File: config.mk
export PLATFORM = sky130hd
export DESIGN_NAME = fir_mac_sequencer
export DESIGN_NICKNAME = d
export VERILOG_FILES = /design/src/rtl/fir_mac_sequencer_pkg.sv /design/src/rtl/fir_mac_sequencer_mac.sv /design/src/rtl/fir_mac_sequencer.sv
export SDC_FILE = /design/constraint.sdc
export NUM_CORES = 2
export LEC_CHECK = 0
export CELL_PAD_IN_SITES_DETAIL_PLACEMENT = 0
export CELL_PAD_IN_SITES_GLOBAL_PLACEMENT = 1
export CORE_ASPECT_RATIO = 1.2
export CORE_MARGIN = 2
export CORE_UTILIZATION = 25
export DETAILED_ROUTE_END_ITERATION = 10
export PLACE_DENSITY = 0.46
export SETUP_SLACK_MARGIN = 0.02
export SYNTH_ARGS = -nofsm -noshare
export SYNTH_HDL_FRONTEND = slang
export SYNTH_SLANG_ARGS = --single-unit
export TNS_END_PERCENT = 5
File: constraint.sdc
create_clock -name clk -period 26 [get_ports clk]
set_clock_uncertainty 0.05 [all_clocks]
set_input_delay 7.8 -clock clk [delete_from_list [all_inputs] [get_ports clk]]
set_output_delay 7.8 -clock clk [all_outputs]
set_load 0.005 [all_outputs]
File: src/rtl/fir_mac_sequencer_pkg.sv
// Shared types and sizing for the time-multiplexed FIR filter.
// The default N/NTAPS values match the existing delay-chain filter.
package fir_pkg;

  typedef enum logic [1:0] {S_IDLE, S_MAC, S_OUT} fir_state_t;

  localparam int N_DEF     = 32;
  localparam int NTAPS_DEF = 8;

  // Wide enough to hold NTAPS full-scale products without overflow.
  function automatic int acc_width(input int n, input int ntaps);
    return 2 * n + $clog2(ntaps);
  endfunction

endpackage

File: src/rtl/fir_mac_sequencer_mac.sv
// Shared signed multiply-accumulate for the FIR sequencer.
// This is the only multiplier in the filter.
module fir_mac
  import fir_pkg::*;
#(
  parameter int N     = N_DEF,
  parameter int ACC_W = acc_width(N_DEF, NTAPS_DEF)
) (
  input  logic                    clk,
  input  logic                    rst,
  input  logic                    ena,
  input  logic                    clr,
  input  logic                    en_acc,
  input  logic signed [N-1:0]     a,
  input  logic signed [N-1:0]     b,
  output logic signed [ACC_W-1:0] acc
);

  logic signed [2*N-1:0] prod;

  assign prod = (2*N)'(a) * (2*N)'(b);

  always_ff @(posedge clk or posedge rst) begin
    if (rst) begin
      acc <= '0;
    end else if (ena) begin
      if (clr)
        acc <= '0;
      else if (en_acc)
        acc <= acc + ACC_W'(prod);
    end
  end

endmodule

File: src/rtl/fir_mac_sequencer.sv
// Time-multiplexed FIR: one shared MAC walks NTAPS taps per accepted sample.
// Define FIR_SAT_EN to clamp y_out to the N-bit signed range instead of wrapping.
module fir_mac_sequencer
  import fir_pkg::*;
#(
  parameter int N     = N_DEF,
  parameter int NTAPS = NTAPS_DEF
) (
  input  logic                       clk,
  input  logic                       rst,
  input  logic                       ena,
  input  logic signed [N-1:0]        x_in,
  input  logic                       x_valid,
  output logic                       x_ready,
  output logic signed [N-1:0]        y_out,
  output logic                       y_valid,
  input  logic                       y_ready,
  input  logic                       coef_we,
  input  logic [$clog2(NTAPS)-1:0]   coef_addr,
  input  logic signed [N-1:0]        coef_data,
  output logic                       busy
);

  localparam int ACC_W = acc_width(N, NTAPS);
  localparam int AW    = $clog2(NTAPS);

  fir_state_t              state;
  logic [AW-1:0]           head;
  logic [AW-1:0]           tap;
  logic [AW-1:0]           head_nxt;
  logic [AW-1:0]           rd_idx;
  logic signed [N-1:0]     hist [NTAPS];
  logic signed [N-1:0]     coef [NTAPS];
  logic signed [ACC_W-1:0] acc;
  logic                    accept;
  logic                    coef_ok;

  function automatic logic signed [N-1:0] out_fn(input logic signed [ACC_W-1:0] a);
`ifdef FIR_SAT_EN
    logic signed [ACC_W-1:0] hi;
    logic signed [ACC_W-1:0] lo;
    hi = ACC_W'({1'b0, {(N-1){1'b1}}});
    lo = -hi - 1;
    if (a > hi)
      return N'(hi);
    else if (a < lo)
      return N'(lo);
    else
      return N'(a);
`else
    return N'(a);
`endif
  endfunction

  assign x_ready  = (state == S_IDLE) & ena;
  assign accept   = x_ready & x_valid;
  assign coef_ok  = x_ready & coef_we & (int'(coef_addr) < NTAPS);
  assign head_nxt = (int'(head) == NTAPS - 1) ? '0 : head + 1'b1;

  // Circular read pointer: newest sample first, walking back in time.
  always_comb begin
    rd_idx = head - tap;
    if (head < tap)
      rd_idx = AW'(int'(head) + NTAPS - int'(tap));
  end

  fir_mac #(.N(N), .ACC_W(ACC_W)) u_mac (
    .clk    (clk),
    .rst    (rst),
    .ena    (ena),
    .clr    (accept),
    .en_acc (state == S_MAC),
    .a      (coef[tap]),
    .b      (hist[rd_idx]),
    .acc    (acc)
  );

  always_ff @(posedge clk or posedge rst) begin
    if (rst) begin
      state   <= S_IDLE;
      head    <= '0;
      tap     <= '0;
      y_out   <= '0;
      y_valid <= 1'b0;
      busy    <= 1'b0;
      for (int i = 0; i < NTAPS; i++) begin
        hist[i] <= '0;
        coef[i] <= '0;
      end
    end else if (ena) begin
      if (coef_ok)
        coef[coef_addr] <= coef_data;
      case (state)
        S_IDLE: begin
          if (x_valid) begin
            head           <= head_nxt;
            hist[head_nxt] <= x_in;
            tap            <= '0;
            busy           <= 1'b1;
            state          <= S_MAC;
          end
        end
        S_MAC: begin
          if (int'(tap) == NTAPS - 1)
            state <= S_OUT;
          else
            tap <= tap + 1'b1;
        end
        S_OUT: begin
          // First OUT cycle captures the settled accumulator; then wait for the consumer.
          if (!y_valid) begin
            y_out   <= out_fn(acc);
            y_valid <= 1'b1;
          end else if (y_ready) begin
            y_valid <= 1'b0;
            busy    <= 1'b0;
            state   <= S_IDLE;
          end
        end
        default: state <= S_IDLE;
      endcase
    end
  end

endmodule

# ---- Word level (Yosys, flattened, before mapping)
# Index checks and enable logic that the tools add are counted.
dict set report classes {
  add_sub_neg 6
  mul 1
  order_cmp 7
  eq_ne 9
  muxes 30
  bitwise 8
  reduce_logical 14
}
# op count
set ops {}
lappend ops {{$bwmux W256} 2}
lappend ops {{$bmux W32 S3} 2}
lappend ops {{$demux W32 S3} 2}
lappend ops {{$mux W32} 6}
lappend ops {{$mux W67} 2}
lappend ops {{$add A67 B64 Y67} 1}
lappend ops {{$mul A32 B32 Y64} 1}
lappend ops {{$ge A4 B4 Y1 const B} 4}
lappend ops {{$not A3 Y4} 4}
lappend ops {{$mux W3} 4}
lappend ops {{$ne A2 B2 Y1 const B} 5}
lappend ops {{$reduce_and A5 Y1} 2}
lappend ops {{$add A3 B1 Y3 const B} 3}
lappend ops {{$lt A4 B1 Y1 const B} 2}
lappend ops {{$mux W2} 4}
lappend ops {{$eq A3 B1 Y1 const B} 2}
lappend ops {{$pmux W2 S3} 1}
lappend ops {{$pmux W3 S2} 1}
lappend ops {{$reduce_and A2 Y1} 3}
lappend ops {{$reduce_and A3 Y1} 2}
lappend ops {{$reduce_bool A2 Y1} 3}
lappend ops {{$sub A3 B3 Y3} 2}
lappend ops {{$mux W1} 5}
lappend ops {{$reduce_and A4 Y1} 1}
lappend ops {{other kinds (8)} 11}
dict set report word_totals {
  ff_bits 621
  input_bits 73
  out_inout_bits 35
  wordCells 98
}

# ---- Longest topological paths before layout
dict set report logic_depth {
  word_depth 11
  ltp_mapped 43
}

# ---- Modules after synthesis
# From an unflattened synthesis, not the netlist that was laid out.
dict set report hier_totals {
  cells_unflattened 6125
  area_unflattened_um2 68538.2
}
# mod instances cells_per_inst area_per_inst_um2 seq_area_each_um2
set modules_own_cells {}
lappend modules_own_cells {fir_mac 1 4670 43595.6 1676.6}
lappend modules_own_cells {fir_mac_sequencer 1 1455 24942.7 13863.3}

# ---- Worst setup path after synthesis
# OpenSTA, ideal clock, no wires.
dict set report synth_path {
  path_type {in2out}
  start {input port ena}
  end {output port x_ready}
  arrival_ps 8289
  required_ps 18150
  path_slack_ps 9861
  stages 3
  path_buffers 1
  path_cell_list {clkbuf_1 nand2_1 nor2_1}
}
dict set report synth_between {
  elab_chain_len 1
}
# item line
set synth_rtl {}
lappend synth_rtl {{from (decl)} fir_mac_sequencer.sv:11} ;# input logic ena,
lappend synth_rtl {{$and A1 B1 Y1} fir_mac_sequencer.sv:55} ;# assign x_ready = (state == S_IDLE) & ena;
lappend synth_rtl {{to (decl)} fir_mac_sequencer.sv:14} ;# output logic x_ready,
# Every way passes these cells.

# ---- Final worst setup path
# Same ends and word-level chain as after synthesis.

==> out/metrics.yaml <==
htreeDepth: 3
max_clock_freq_mhz: 57.5
startpoint: "ena"
hold_class: "reg -> reg"
post-dp-hpwl_mm: 100
maxCapViolCount: 0
final_max_slew_viol_count: 0
ctsResizeCount: 0
dr.max_layer_used: "met5"
postCtsHoldBufs: 0
start_util: 0.252
cpPeakStageDelay_ns: 0.61
crit_chain: "clkdlybuf4s50_1 > nand2_1 > nor2_1 > buf_4 > clkdlybuf4s50_1"
die_h_microns: 461
setup_viol: 0
fin_hold_ws_ns: 0.446
drtIter0Drc: 1432
cp_common_cell: "clkdlybuf4s50_1"
fp.dieW_microns: 385
worstPathRequired_ns: 18.15
critical_path_class: "in -> out"
outcome: "finished, final reports clean"
fin_area_sq_mm: 0.0499
gr-total-overflow: 0
rows: 167
io_buffers: 107
critPathSlowestCell: "clkdlybuf4s50_1"
place_area_sq_mm: 0.0475
synth_warnings: 0
synth-main-ff-cell: "dfrtp_1"
layout_min_cycle_time_ns: 17.39
yosysUniqueCellTypes: 74
grt_use_total: 0.163
final_common_cell: "dfrtp_1"
synth_area_per_cell_sq_um: 11.4
vias_per_cell: 4.53
grt_max_degree: 111
dieArea_sq_mm: 0.178
fin_crit_sh: 0.669
first_global_vias: 31300
syn-num-nets: 4478
antenna_found_initial: 20
synth_seq_cells: 586
drc: 0
final_cell_mix: "dfrtp_1 (583), mux2_2 (552), inv_1 (549)"
wl_met3_mm: 5.08
synth_edf_count: 0
postSynth.asyncResetShare: 1.00
coreArea_sq_mm: 0.173
grt_pass1_wl_mm: 215
r2r_start: "tap[0]"
area_growth_pct: 14.6
rsz0062_at_grt: "false"
io_pins: 108
endpoint: "x_ready"
clk_latency_ns: 0.68
wl_met2_mm: 70.8
clockBufferDepth: 3
num_vias: 28200
cts.sinks: 586
ys_seq_area_frac: 0.337
r2r_cells: 36
postRouteAntennaNets: 0
wire_per_inst_microns: 22.7
timing.rr.end: "u_mac.acc[31]"
gp_congestion: 0.773
clk_pin_slew_ns: 0.06
relSlewSlack: 0.158
hold_violations: 0
cts_buffers: 74
rrSetupSlack_ns: 14.18
syn_inst: 3810
critPathMaxFanout: 8
fin_setup_tns_ns: 0
drt-met1-wl_mm: 62.8
cts_tree: "built"
postCtsSetupRepairBufs: 0
crit_arrival_ns: 9.54
placed_cells: 6093
min_path_cells: 1
stdcell_count: 6229
firstDrtPassIters: 5
cp-start-kind: "input port"
worstSetupEndpointType: "output pin"
syn_area_sq_mm: 0.0436
ctsRootBufferMaster: "clkbuf_16"
drive_above_1_share: 0.243
wl_mm: 141
nets: 4556
worst_pin_slew_ns: 1.23
stage by stage:
step	utilization	worst slack, ns
4_1_cts	0.289	8.56
3_3_place_gp	0.275	8.56
5_1_grt	0.289	8.48
6_report	0.289	8.61
2_1_floorplan	-	1.75
3_5_place_dp	0.275	8.58
worst min path at each step:
| stage | start | to | slack [ns] |
|---|---|---|---|
| CTS | hist[223] | hist[223] | 0.45 |
| finish | hist[223] | hist[223] | 0.45 |
| detailed placement | hist[223] | hist[223] | 0.43 |
| global route | coef[14] | coef[14] | 0.46 |
| global placement | coef[194] | coef[194] | 0.43 |
| floorplan | u_mac.acc[24] | u_mac.acc[24] | 0.41 |
worst max-delay path: cells and delay by family:
kind | cells | cell delay [ns]
buf+inv | 3 | 1.37
simple gates | 2 | 0.36
registers in the layout, indices dropped and copies added, names as in the netlist:
signal     count
coef         256
busy           1
head           3
hist         256
y_valid        1
state          2
y_out         32
u_mac.acc     32
tap            3
layout make-up:
class,instances,area [sq um]
diodes,1,2.50
fillers,18000,123000
well taps,2281,2850
inverters,551,2080
flip-flops and latches,586,14700
repair buffers,204,1800
clock inverters,22,208
clock buffers,113,2160
multi-input cells,2471,26100
cell usage after synthesis (44+ instances only):
cell | number | share of area
ha_1 | 156 | 0.045
clkbuf_1 | 128 | 0.011
dfrtp_1 | 586 | 0.34
mux2i_1 | 44 | 0.010
mux4_2 | 94 | 0.049
fa_1 | 439 | 0.20
mux2_2 | 552 | 0.14
nor2_1 | 323 | 0.028
xnor2_1 | 55 | 0.011
or2_2 | 48 | 0.0069
inv_1 | 550 | 0.047
nand2b_1 | 82 | 0.012
o21ai_0 | 44 | 0.0051
nand2_1 | 279 | 0.024
logic make-up after synthesis:
logic type,synth area share
simple gates,0.0913
xor+xnor,0.0196
buf+inv,0.0696
compound gates,0.0348
mux,0.202
flops,0.337
fa+ha+maj,0.247
routing by layer:
| metal | vias to the layer above | GRT usage |
|---|---|---|
| met5 | - | 0 |
| met4 | 24 | 0.0352 |
| met3 | 162 | 0.0243 |
| met2 | 383 | 0.287 |
| met1 | 15100 | 0.212 |
| li1 | 12600 | - |
Power is left out: the tool's default activity adds up to more than one toggle a clock period on the data nets, which glitch-free logic cannot reach.
